**src/rtl/axis_m_pktgen.sv**
```systemverilog
// AXI-Stream master packet generator: emits one packet of pkt_len incrementing beats
// starting at seed per accepted start pulse, honouring tready back-pressure.
module axis_m_pktgen #(
    parameter int unsigned DATA_W = 8,
    parameter int unsigned LEN_W  = 8
) (
    input  logic              m_axis_aclk,
    input  logic              m_axis_aresetn,
    input  logic              start,
    input  logic [LEN_W-1:0]  pkt_len,
    input  logic [DATA_W-1:0] seed,
    output logic              busy,
    output logic              done,
    output logic              m_axis_tvalid,
    input  logic              m_axis_tready,
    output logic [DATA_W-1:0] m_axis_tdata,
    output logic              m_axis_tlast
);

    localparam logic ST_IDLE = 1'b0;
    localparam logic ST_SEND = 1'b1;

    logic              r_state;
    logic [LEN_W-1:0]  r_remaining;
    logic [DATA_W-1:0] r_tdata;
    logic              r_tvalid;
    logic              r_tlast;
    logic              r_done;

    logic              w_state_d;
    logic [LEN_W-1:0]  w_remaining_d;
    logic [DATA_W-1:0] w_tdata_d;
    logic              w_tvalid_d;
    logic              w_tlast_d;
    logic              w_done_d;

    always_comb begin
        w_state_d     = r_state;
        w_remaining_d = r_remaining;
        w_tdata_d     = r_tdata;
        w_tvalid_d    = r_tvalid;
        w_tlast_d     = r_tlast;
        w_done_d      = 1'b0;
        case (r_state)
            ST_IDLE: begin
                // A zero-length request is dropped silently: no beats, no done.
                if (start && (pkt_len != '0)) begin
                    w_state_d     = ST_SEND;
                    w_tvalid_d    = 1'b1;
                    w_tdata_d     = seed;
                    w_remaining_d = pkt_len;
                    w_tlast_d     = (pkt_len == LEN_W'(1));
                end
            end
            ST_SEND: begin
                if (r_tvalid && m_axis_tready) begin
                    if (r_remaining == LEN_W'(1)) begin
                        w_state_d     = ST_IDLE;
                        w_tvalid_d    = 1'b0;
                        w_tlast_d     = 1'b0;
                        w_remaining_d = '0;
                        w_done_d      = 1'b1;
                    end else begin
                        w_tdata_d     = r_tdata + DATA_W'(1);
                        w_remaining_d = r_remaining - LEN_W'(1);
                        w_tlast_d     = (r_remaining == LEN_W'(2));
                    end
                end
            end
            default: w_state_d = ST_IDLE;
        endcase
    end

    always_ff @(posedge m_axis_aclk or negedge m_axis_aresetn) begin
        if (!m_axis_aresetn) begin
            r_state     <= ST_IDLE;
            r_remaining <= '0;
            r_tdata     <= '0;
            r_tvalid    <= 1'b0;
            r_tlast     <= 1'b0;
            r_done      <= 1'b0;
        end else begin
            r_state     <= w_state_d;
            r_remaining <= w_remaining_d;
            r_tdata     <= w_tdata_d;
            r_tvalid    <= w_tvalid_d;
            r_tlast     <= w_tlast_d;
            r_done      <= w_done_d;
        end
    end

    assign busy          = (r_state == ST_SEND);
    assign done          = r_done;
    assign m_axis_tvalid = r_tvalid;
    assign m_axis_tdata  = r_tdata;
    assign m_axis_tlast  = r_tlast;

endmodule

```
**config.mk**
```make
export PLATFORM = sky130hd
export DESIGN_NAME = axis_m_pktgen
export DESIGN_NICKNAME = d
export VERILOG_FILES = /design/src/rtl/axis_m_pktgen.sv
export SDC_FILE = /design/constraint.sdc
export NUM_CORES = 1
export LEC_CHECK = 0
export ABC_AREA = 0
export CAP_MARGIN = 40
export CELL_PAD_IN_SITES_DETAIL_PLACEMENT = 1
export CELL_PAD_IN_SITES_GLOBAL_PLACEMENT = 1
export CORE_MARGIN = 4
export CORE_UTILIZATION = 33
export CTS_CLUSTER_DIAMETER = 80
export CTS_CLUSTER_SIZE = 14
export DETAILED_ROUTE_END_ITERATION = 16
export GPL_TIMING_DRIVEN = 0
export PLACE_DENSITY = 0.85
export SLEW_MARGIN = 10
export SYNTH_ARGS = -nofsm -noshare
export SYNTH_HDL_FRONTEND = slang
export SYNTH_SLANG_ARGS = --single-unit
export TNS_END_PERCENT = 50
```
**constraint.sdc**
```tcl
create_clock -name m_axis_aclk -period 2 [get_ports m_axis_aclk]
set_clock_uncertainty 0.1 [all_clocks]
set_input_delay 0.2 -clock m_axis_aclk [delete_from_list [all_inputs] [get_ports m_axis_aclk]]
set_output_delay 0.2 -clock m_axis_aclk [all_outputs]
set_load 0.01 [all_outputs]
```
Yosys cells after proc, flatten, opt, wreduce, memory -nomap -nowiden
Index checks and enable logic that the tools add are counted.

Add/sub/neg operators: 2. $mul: 0. Divide/modulo/power cells: 0. Order comparisons: 0. Equal/unequal tests: 7. Shift-type cells: 0. Mux-type cells: 23. Bitwise gates (word level): 1. Reductions and logical operators: 6.

Operators with widths (number): $mux W8 (6); $pmux W8 S2 (2); $eq A8 B1 Y1 const B (2); $mux W1 (12); $add A8 B1 Y8 const B (1); $eq A8 B2 Y1 const B (1); $reduce_bool A8 Y1 (1); $sub A8 B1 Y8 const B (1); $pmux W1 S2 (3); $reduce_and A3 Y1 (2); $ne A2 B1 Y1 const B (2); $ne A2 B2 Y1 const B (2); $logic_and A1 B1 Y1 (2); $reduce_and A2 Y1 (1); $not A1 Y1 (1).

Bits in registers: 20. Latch bits: 0. Bits in writable memories: 0. ROM bits: 0. Bits of input ports: 20. Output and inout bits: 12. Memories kept: 0.

Longest topological paths before layout
Gate-level depths: netlist of the first run.

Depth after elaboration: 4. Gate-level depth with buffers: 7.

Least setup slack after synthesis of the first run
OpenSTA, ideal clock, no wires.

Kind: register to register. Start: register r_remaining[1]. End: register r_tdata[1], in the netlist m_axis_tdata[1]. Library setup time: 0.125 ns. Arrival time: 1.843 ns. Data required time: 1.775 ns. Setup slack: -0.068 ns. Cell stages (with the launch flop): 7. Clock period less this slack: 2.068 ns. Path through: dfrtp_1 -> inv_1 -> ha_1 -> or3b_2 -> o21a_4 -> nor2_1 -> mux2_2.

Longest elaborated chain between the ends: 3.

RTL lines: from (decl) (line 24) `logic [LEN_W-1:0] r_remaining;`; from (signal assigned) (line 84) `r_remaining <= w_remaining_d;`; $eq A8 B1 Y1 (line 57) `if (r_remaining == LEN_W'(1)) begin`; $ne A2 B2 Y1 (no line); $reduce_and A3 Y1 (no line); to (signal assigned) (line 85) `r_tdata <= w_tdata_d;`; to (decl) (line 25) `logic [DATA_W-1:0] r_tdata;`.

Every way passes these cells. A chain may end at the register's enable or synchronous reset.

Worst setup path in the final report of the first run
Start: register r_remaining[1]. End: register r_tdata[5], in the netlist m_axis_tdata[5].

Same word-level chain as after synthesis.

==> results of run 1 <==
final cells by class:
cell class              instances  share of cell area, %
well taps                      48                   3.15
plain buffers                   6                   1.90
repair buffers                 41                   22.0
flip-flops and latches         20                   26.4
multi-input cells              98                   42.5
clock buffers                   3                   2.17
inverters                       9                   1.77
metrics by stage:
| stage | std cells | power, W | area, sq um | worst slack, ns |
|---|---|---|---|---|
| floorplan | 134 | 0.00136 | 1310 | 0.0645 |
| global placement | 213 | 0.00168 | 1680 | -0.558 |
| detailed placement | 215 | 0.00176 | 1710 | -0.507 |
| CTS | 221 | 0.00215 | 1830 | 0.0104 |
| global route | 225 | 0.00243 | 1910 | -0.0647 |
| finish | 225 | 0.00226 | 1910 | 0.0160 |
power by group through the flow:
stage          Clock, W  Sequential [W]  Combinational [W]
6_report       0.000289        0.000718            0.00125
5_1_grt        0.000309        0.000740            0.00138
4_1_cts        0.000296        0.000712            0.00114
3_5_place_dp          0        0.000739            0.00102
3_3_place_gp          0        0.000722           0.000961
2_1_floorplan         0        0.000714           0.000648
final timing paths:
kind / end / slack, ns
max: m_axis_tdata[5] / 0.02
min: r_remaining[3] / 0.09
max reg2reg: m_axis_tdata[5] / 0.02
min reg2reg: r_remaining[5] / 0.43
max in group asynchronous: r_remaining[0] / 1.31
min in group m_axis_aclk: r_remaining[5] / 0.43
kinds of logic after synthesis:
family	share of synthesized area, %
buffers and inverters	5.86
AO/OA/AOI/OAI	22.8
AND/OR/NAND/NOR	24.2
flip-flops	38.4
multiplexers	4.90
adder cells (fa/ha/maj)	3.84
sequential cells by signal, indices dropped and copies added (netlist names):
signal / cells
busy: 1
done: 1
m_axis_tdata: 8
m_axis_tlast: 1
m_axis_tvalid: 1
r_remaining: 8
cells in the mapped netlist, drive strengths merged, types with 2 or more instances:
library cell,count,area [sq um]
dfrtp,20,500
nor3,16,95.1
inv,9,33.8
nor2,7,26.3
and4,6,60.1
o22ai,6,37.5
o32ai,6,52.6
a22o,4,35.0
and3,4,25.0
clkbuf,4,15.0
ha,4,50.1
nand2,4,15.0
o21ai,4,23.8
o2bb2ai,4,35.0
a211oi,3,22.5
buf,3,27.5
mux2,3,33.8
mux2i,3,30.0
nor4,3,18.8
a21oi,2,10.0
a31oi,2,12.5
nand4,2,12.5
nor2b,2,12.5
metal layers:
| metal | track usage [%] | vias to the layer above | part of all wire (%) |
|---|---|---|---|
| li1 | - | 613 | - |
| met1 | 22.0 | 684 | 43 |
| met2 | 33.5 | 41 | 51 |
| met3 | 3.55 | 9 | 3.5 |
| met4 | 6.89 | 0 | 2.4 |
| met5 | 0 | - | 0 |
repair_timing:
item,in CTS,in global routing
resized for setup,15,5
pin swaps,1,2
setup endpoints to repair,16,13
cloned,0,1
setup buffers,4,3
==> run summary, run 1 <==
RSZ-0062 raised after global routing - yes
# H-tree levels - 1
Initial core utilization - 34.8%
TritonCTS clock tree - built
#FFs+latches synth - 20
Slowest stage cell, crit path - dfrtp_2
GRT Total Usage - 18.7%
Hold slack final - 0.0854 ns
YS warnings - 0
PortBufs - 31
I/O pin total - 32
Later-pin clock latency in the skew report - 0.27 ns
Fin. Hold Viols - 0
Startpoint type of the worst setup path - flip-flop
Syn_area_per_cell - 9.72 sq um
Reg power frac - 31.8%
Critical path startpoint - r_remaining[1]
Vias per cell - 5.99
CP Cell Sequence - inv_2 -> ha_4 -> or3b_4 -> o21a_4 -> buf_8 -> mux2i_1 -> a211oi_1
Num rows - 22
Clock power share - 12.8%
RePlAce Congestion - 0.843
CP required - 2.08 ns
Synthesized instance count - 134
Pleak - 0.767 nW
# DRC - 0
Class of the worst hold path - primary input to asynchronous set/reset pin
Diodes inserted - 0
Die height - 70.8 um
Nature of the critical path endpoint - flip-flop
Worst Path Buf+Inv - 2
Area Growth Syn to Fin - 46.4%
Slew @ Worst Pin - 0.566 ns
Die area - 5020 sq um
CP max stage delay - 0.42 ns
Crit path DAT - 2.07 ns
Layout Nets - 203
Reg-to-Reg Start - r_remaining[1]
CTS Buffer Depth - 2
EDFF count, synth - 0
Async S/R FF share, synth - 100%
Footprint of the multi-input gates - 811 sq um
First-pass GRT wire length - 7400 um
Net Sw Power - 0.000923 W
DR iter-0 viols - 49
Max cap viols - 0
Status - finished clean
Initial antenna violation count - 0
Total grt overflow - 0
Commonest cells after routing, fill and taps aside - clkdlybuf4s50_1, dfrtp_1, nor3_1
Fillers - 421
Initial DRT Pass Iterations - 4
Critical Path Stages - 7
Setup violators final - 0
Slew Viols, Final - 0
Int Power - 0.00133 W
Max_slew headroom - 62.3%
Worst-path fanout max - 5
Post-Synthesis Cell Area - 1300 sq um
Tcrit/Tclk final - 99.2%
Tmin final - 1.98 ns
Largest net degree at the start of global routing - 17
Delay-heaviest family, CP - compound AO/OA/AOI/OAI gates
Clk sink count - 20
Peak supply drop - 0.000459 V
Vias in the first global route - 1454
Sequential Area - 504 sq um
Hpwl dp - 3200 um
Setup_tns - 0 ns
Switching share of total power - 40.9%
Most common cell after layout, fill and taps aside - clkdlybuf4s50_1
Reg2reg path depth - 7
Fmax achieved - 504 MHz
Core Util, Final - 50.9%
Antenna-violating nets left - 0
Die width - 70.8 um
Core ar. - 3740 sq um
Sequential area share after synthesis - 38.4%
Pwr dens - 1180 nW/um^2
Mapped Nets - 158
Clk pin slew, worst setup/hold paths - 0.08 ns
Via count - 1347
Drt wl/cell - 20.4 um
Comb power frac - 55.3%
Synth cell types - 40
WL final - 4590 um
CTS root buf - clkbuf_8
Count of hold-fix buffers inserted at cts - 0
Leading register cell type out of synthesis - dfrtp_1
Num CTS Buffers - 3
Share of cells above drive strength 1 - 24.9%
WS Path Type - flip-flop to flip-flop
No activity file was read; power rests on OpenSTA's default activity.
==> run 2, diff against run 1 <==
--- a/config.mk
+++ b/config.mk
@@ -14,6 +14,7 @@
 export CTS_CLUSTER_DIAMETER = 80
 export CTS_CLUSTER_SIZE = 14
 export DETAILED_ROUTE_END_ITERATION = 16
+export GPL_ROUTABILITY_DRIVEN = 0
 export GPL_TIMING_DRIVEN = 0
 export PLACE_DENSITY = 0.85
 export SLEW_MARGIN = 10
==> run 2 against run 1 <==
Net effect: routed wire length fell by 2.8%; critical path depth fell by 2; via count fell by 0.97%; global-route usage rose by 0.26 points; count of clock-buffer cells in the layout did not move; fmax fell by 0.74%; worst setup slack got worse by 0.015 ns; largest cell class unchanged; critical endpoint is now r_remaining[4]; design area barely moved; clock power fell by 6.9%; power barely moved; largest power group unchanged; non-clock buffer count did not move.
==> run summary, run 2 (same netlist as run 1, synthesis figures left out) <==
PortBufs - 31 (unchanged)
Clk pin slew, worst setup/hold paths - 0.08 ns (about the same)
# H-tree levels - 1 (unchanged)
DP Area - 1710 sq um (unchanged)
Die area - 5020 sq um (unchanged)
Later-pin clock latency in the skew report - 0.25 ns (-0.02 ns)
Area Growth Syn to Fin - 46.3% (about the same)
Crit path DAT - 2.05 ns (-0.02 ns)
Commonest cells after routing, fill and taps aside - clkdlybuf4s50_1, dfrtp_1, nor3_1
DR iter-0 viols - 85 (+73%)
Met2 Track Usage GR - 34.4% (+0.93 points)
Max_slew headroom - 62.8% (+0.56 points)
Drt wl/cell - 19.8 um (-2.8%)
Initial DRT Pass Iterations - 4 (unchanged)
Vias per cell - 5.93 (-0.97%)
Initial antenna violation count - 0 (unchanged)
Via count - 1334 (-0.97%)
Num rows - 22 (unchanged)
CP required - 2.05 ns (-0.03 ns)
Antenna-violating nets left - 0 (unchanged)
CP Cell Sequence - or4_4 -> buf_6 -> o21ai_4 -> o32ai_1 -> a22o_1
WL final - 4460 um (-2.8%)
Tcrit/Tclk final - 99.9% (+0.74 points)
Diodes inserted - 0 (unchanged)
WS Path Type - flip-flop to flip-flop
Final instance area - 1910 sq um (about the same)
CP max stage delay - 0.52 ns (+0.10 ns)
Global-route met3 utilization - 3.69% (+0.14 points)
Largest net degree at the start of global routing - 16 (-1)
Setup_tns - 0 ns (unchanged)
Hpwl dp - 3180 um (-0.49%)
Reg2reg path depth - 5 (-2)
Count of hold-fix buffers inserted at cts - 0 (unchanged)
Tmin final - 2.00 ns (+0.0149 ns)
Num CTS Buffers - 3 (unchanged)
Share of cells above drive strength 1 - 25.4% (+0.56 points)
Pleak - 0.763 nW (-0.49%)
Nature of the critical path endpoint - flip-flop
Initial core utilization - 34.8% (unchanged)
Total grt overflow - 0 (unchanged)
Class of the worst hold path - primary input to asynchronous set/reset pin
TritonCTS clock tree - built
CTS root buf - clkbuf_8
Reg-to-Reg Start - r_remaining[2]
Die height - 70.8 um (unchanged)
Slew @ Worst Pin - 0.558 ns (-0.00837 ns)
Startpoint type of the worst setup path - flip-flop
Clk sink count - 20 (unchanged)
Fillers - 420 (-0.24%)
Worst reg2reg endpoint - r_remaining[4]
Max cap viols - 0 (unchanged)
Setup violators final - 0 (unchanged)
Internal reg-to-reg setup slack - 0.001 ns (about the same)
Slew Viols, Final - 0 (unchanged)
Core ar. - 3740 sq um (unchanged)
First-pass GRT wire length - 7650 um (+3.5%)
Pwr dens - 1190 nW/um^2 (+0.16%)
# DRC - 0 (unchanged)
Layout Nets - 203 (unchanged)
I/O pin total - 32 (unchanged)
Fin. Hold Viols - 0 (unchanged)
Slowest stage cell, crit path - or4_4
RSZ-0062 raised after global routing - yes
Most common cell after layout, fill and taps aside - clkdlybuf4s50_1
GR Util met1 - 22.2% (+0.24 points)
GRT Total Usage - 18.9% (+0.26 points)
Peak supply drop - 0.000584 V (+27%)
CTS Buffer Depth - 2 (unchanged)
Status - finished clean
Fmax achieved - 500 MHz (-0.74%)
Die width - 70.8 um (unchanged)
Worst-path fanout max - 10 (+5)
Vias in the first global route - 1519 (+4.5%)
Top Usage Layer GRT - met2
[run 2: cell count changes in the layout (fill, tap and decap cells not counted), moves of 2 or more]
cell,before,now
nor3_2,5,3
o32ai_2,0,2
o32ai_1,6,4
buf_6,0,2
[run 2: worst max-delay path, delay by kind of cell (launching register included)]
| kind | cells | cell delay, ns |
|---|---|---|
| AO/OA/AOI/OAI | 3 | 0.70 |
| buffers and inverters | 1 | 0.16 |
| flip-flops | 1 | 0.42 |
| AND/OR/NAND/NOR | 1 | 0.52 |
[run 2: timing repair]
action	in CTS	in global routing
cloned	0	0
pin swaps	2	1
endpoints found under the setup margin	16	13
setup buffers	3	4
resized for setup	15	6
[run 2: per-stage QoR]
step | setup slack [ns] | std cells | hold slack, ns | utilization [%] | power (W)
6_report | 0.00119 | 225 | 0.134 | 50.9 | 0.00226
4_1_cts | 0.0177 | 221 | 0.134 | 49.1 | 0.00215
3_5_place_dp | -0.505 | 215 | 0.405 | 45.7 | 0.00176
2_1_floorplan | 0.0645 | 134 | -0.196 | - | 0.00136
3_3_place_gp | -0.532 | 213 | 0.393 | 44.8 | 0.00169
5_1_grt | -0.0654 | 225 | 0.134 | 50.9 | 0.00244
[run 2: metal layers]
metal	part of all wire (%)	wire (um)
met2	51	2280
met3	3.7	163
met1	44	1950
met5	0	0
met4	1.3	58
[run 2: worst max path at each step]
stage,start,endpoint,slack (ns),cells past startpoint
4_1_cts,r_remaining[3],r_remaining[4],0.02,5
5_1_grt,r_remaining[3],r_remaining[0],-0.07,5
3_3_place_gp,pkt_len[6],r_remaining[6],-0.53,6
2_1_floorplan,r_remaining[3],m_axis_tdata[1],0.06,5
6_report,r_remaining[2],r_remaining[4],0.001,5
3_5_place_dp,pkt_len[3],r_remaining[0],-0.51,5
[run 2: where the power goes]
| part | internal (W) | switching (W) | leakage, nW | total, W |
|---|---|---|---|---|
| clock network | 0.000134 | 0.000135 | 0.0216 | 0.000269 |
| registers | 0.000555 | 0.000161 | 0.246 | 0.000716 |
| logic | 0.000651 | 0.000623 | 0.495 | 0.00127 |
[run 2: area by class of cell]
class | instances | area, sq um | share of cell area (%)
Buffer | 7 | 43.8 | 2.30
Clock buffer | 3 | 41.3 | 2.17
Inverter | 9 | 33.8 | 1.77
Multi-Input combinational cell | 98 | 827 | 43.4
Sequential cell | 20 | 504 | 26.5
Tap cell | 48 | 60.1 | 3.15
Timing Repair Buffer | 40 | 395 | 20.7
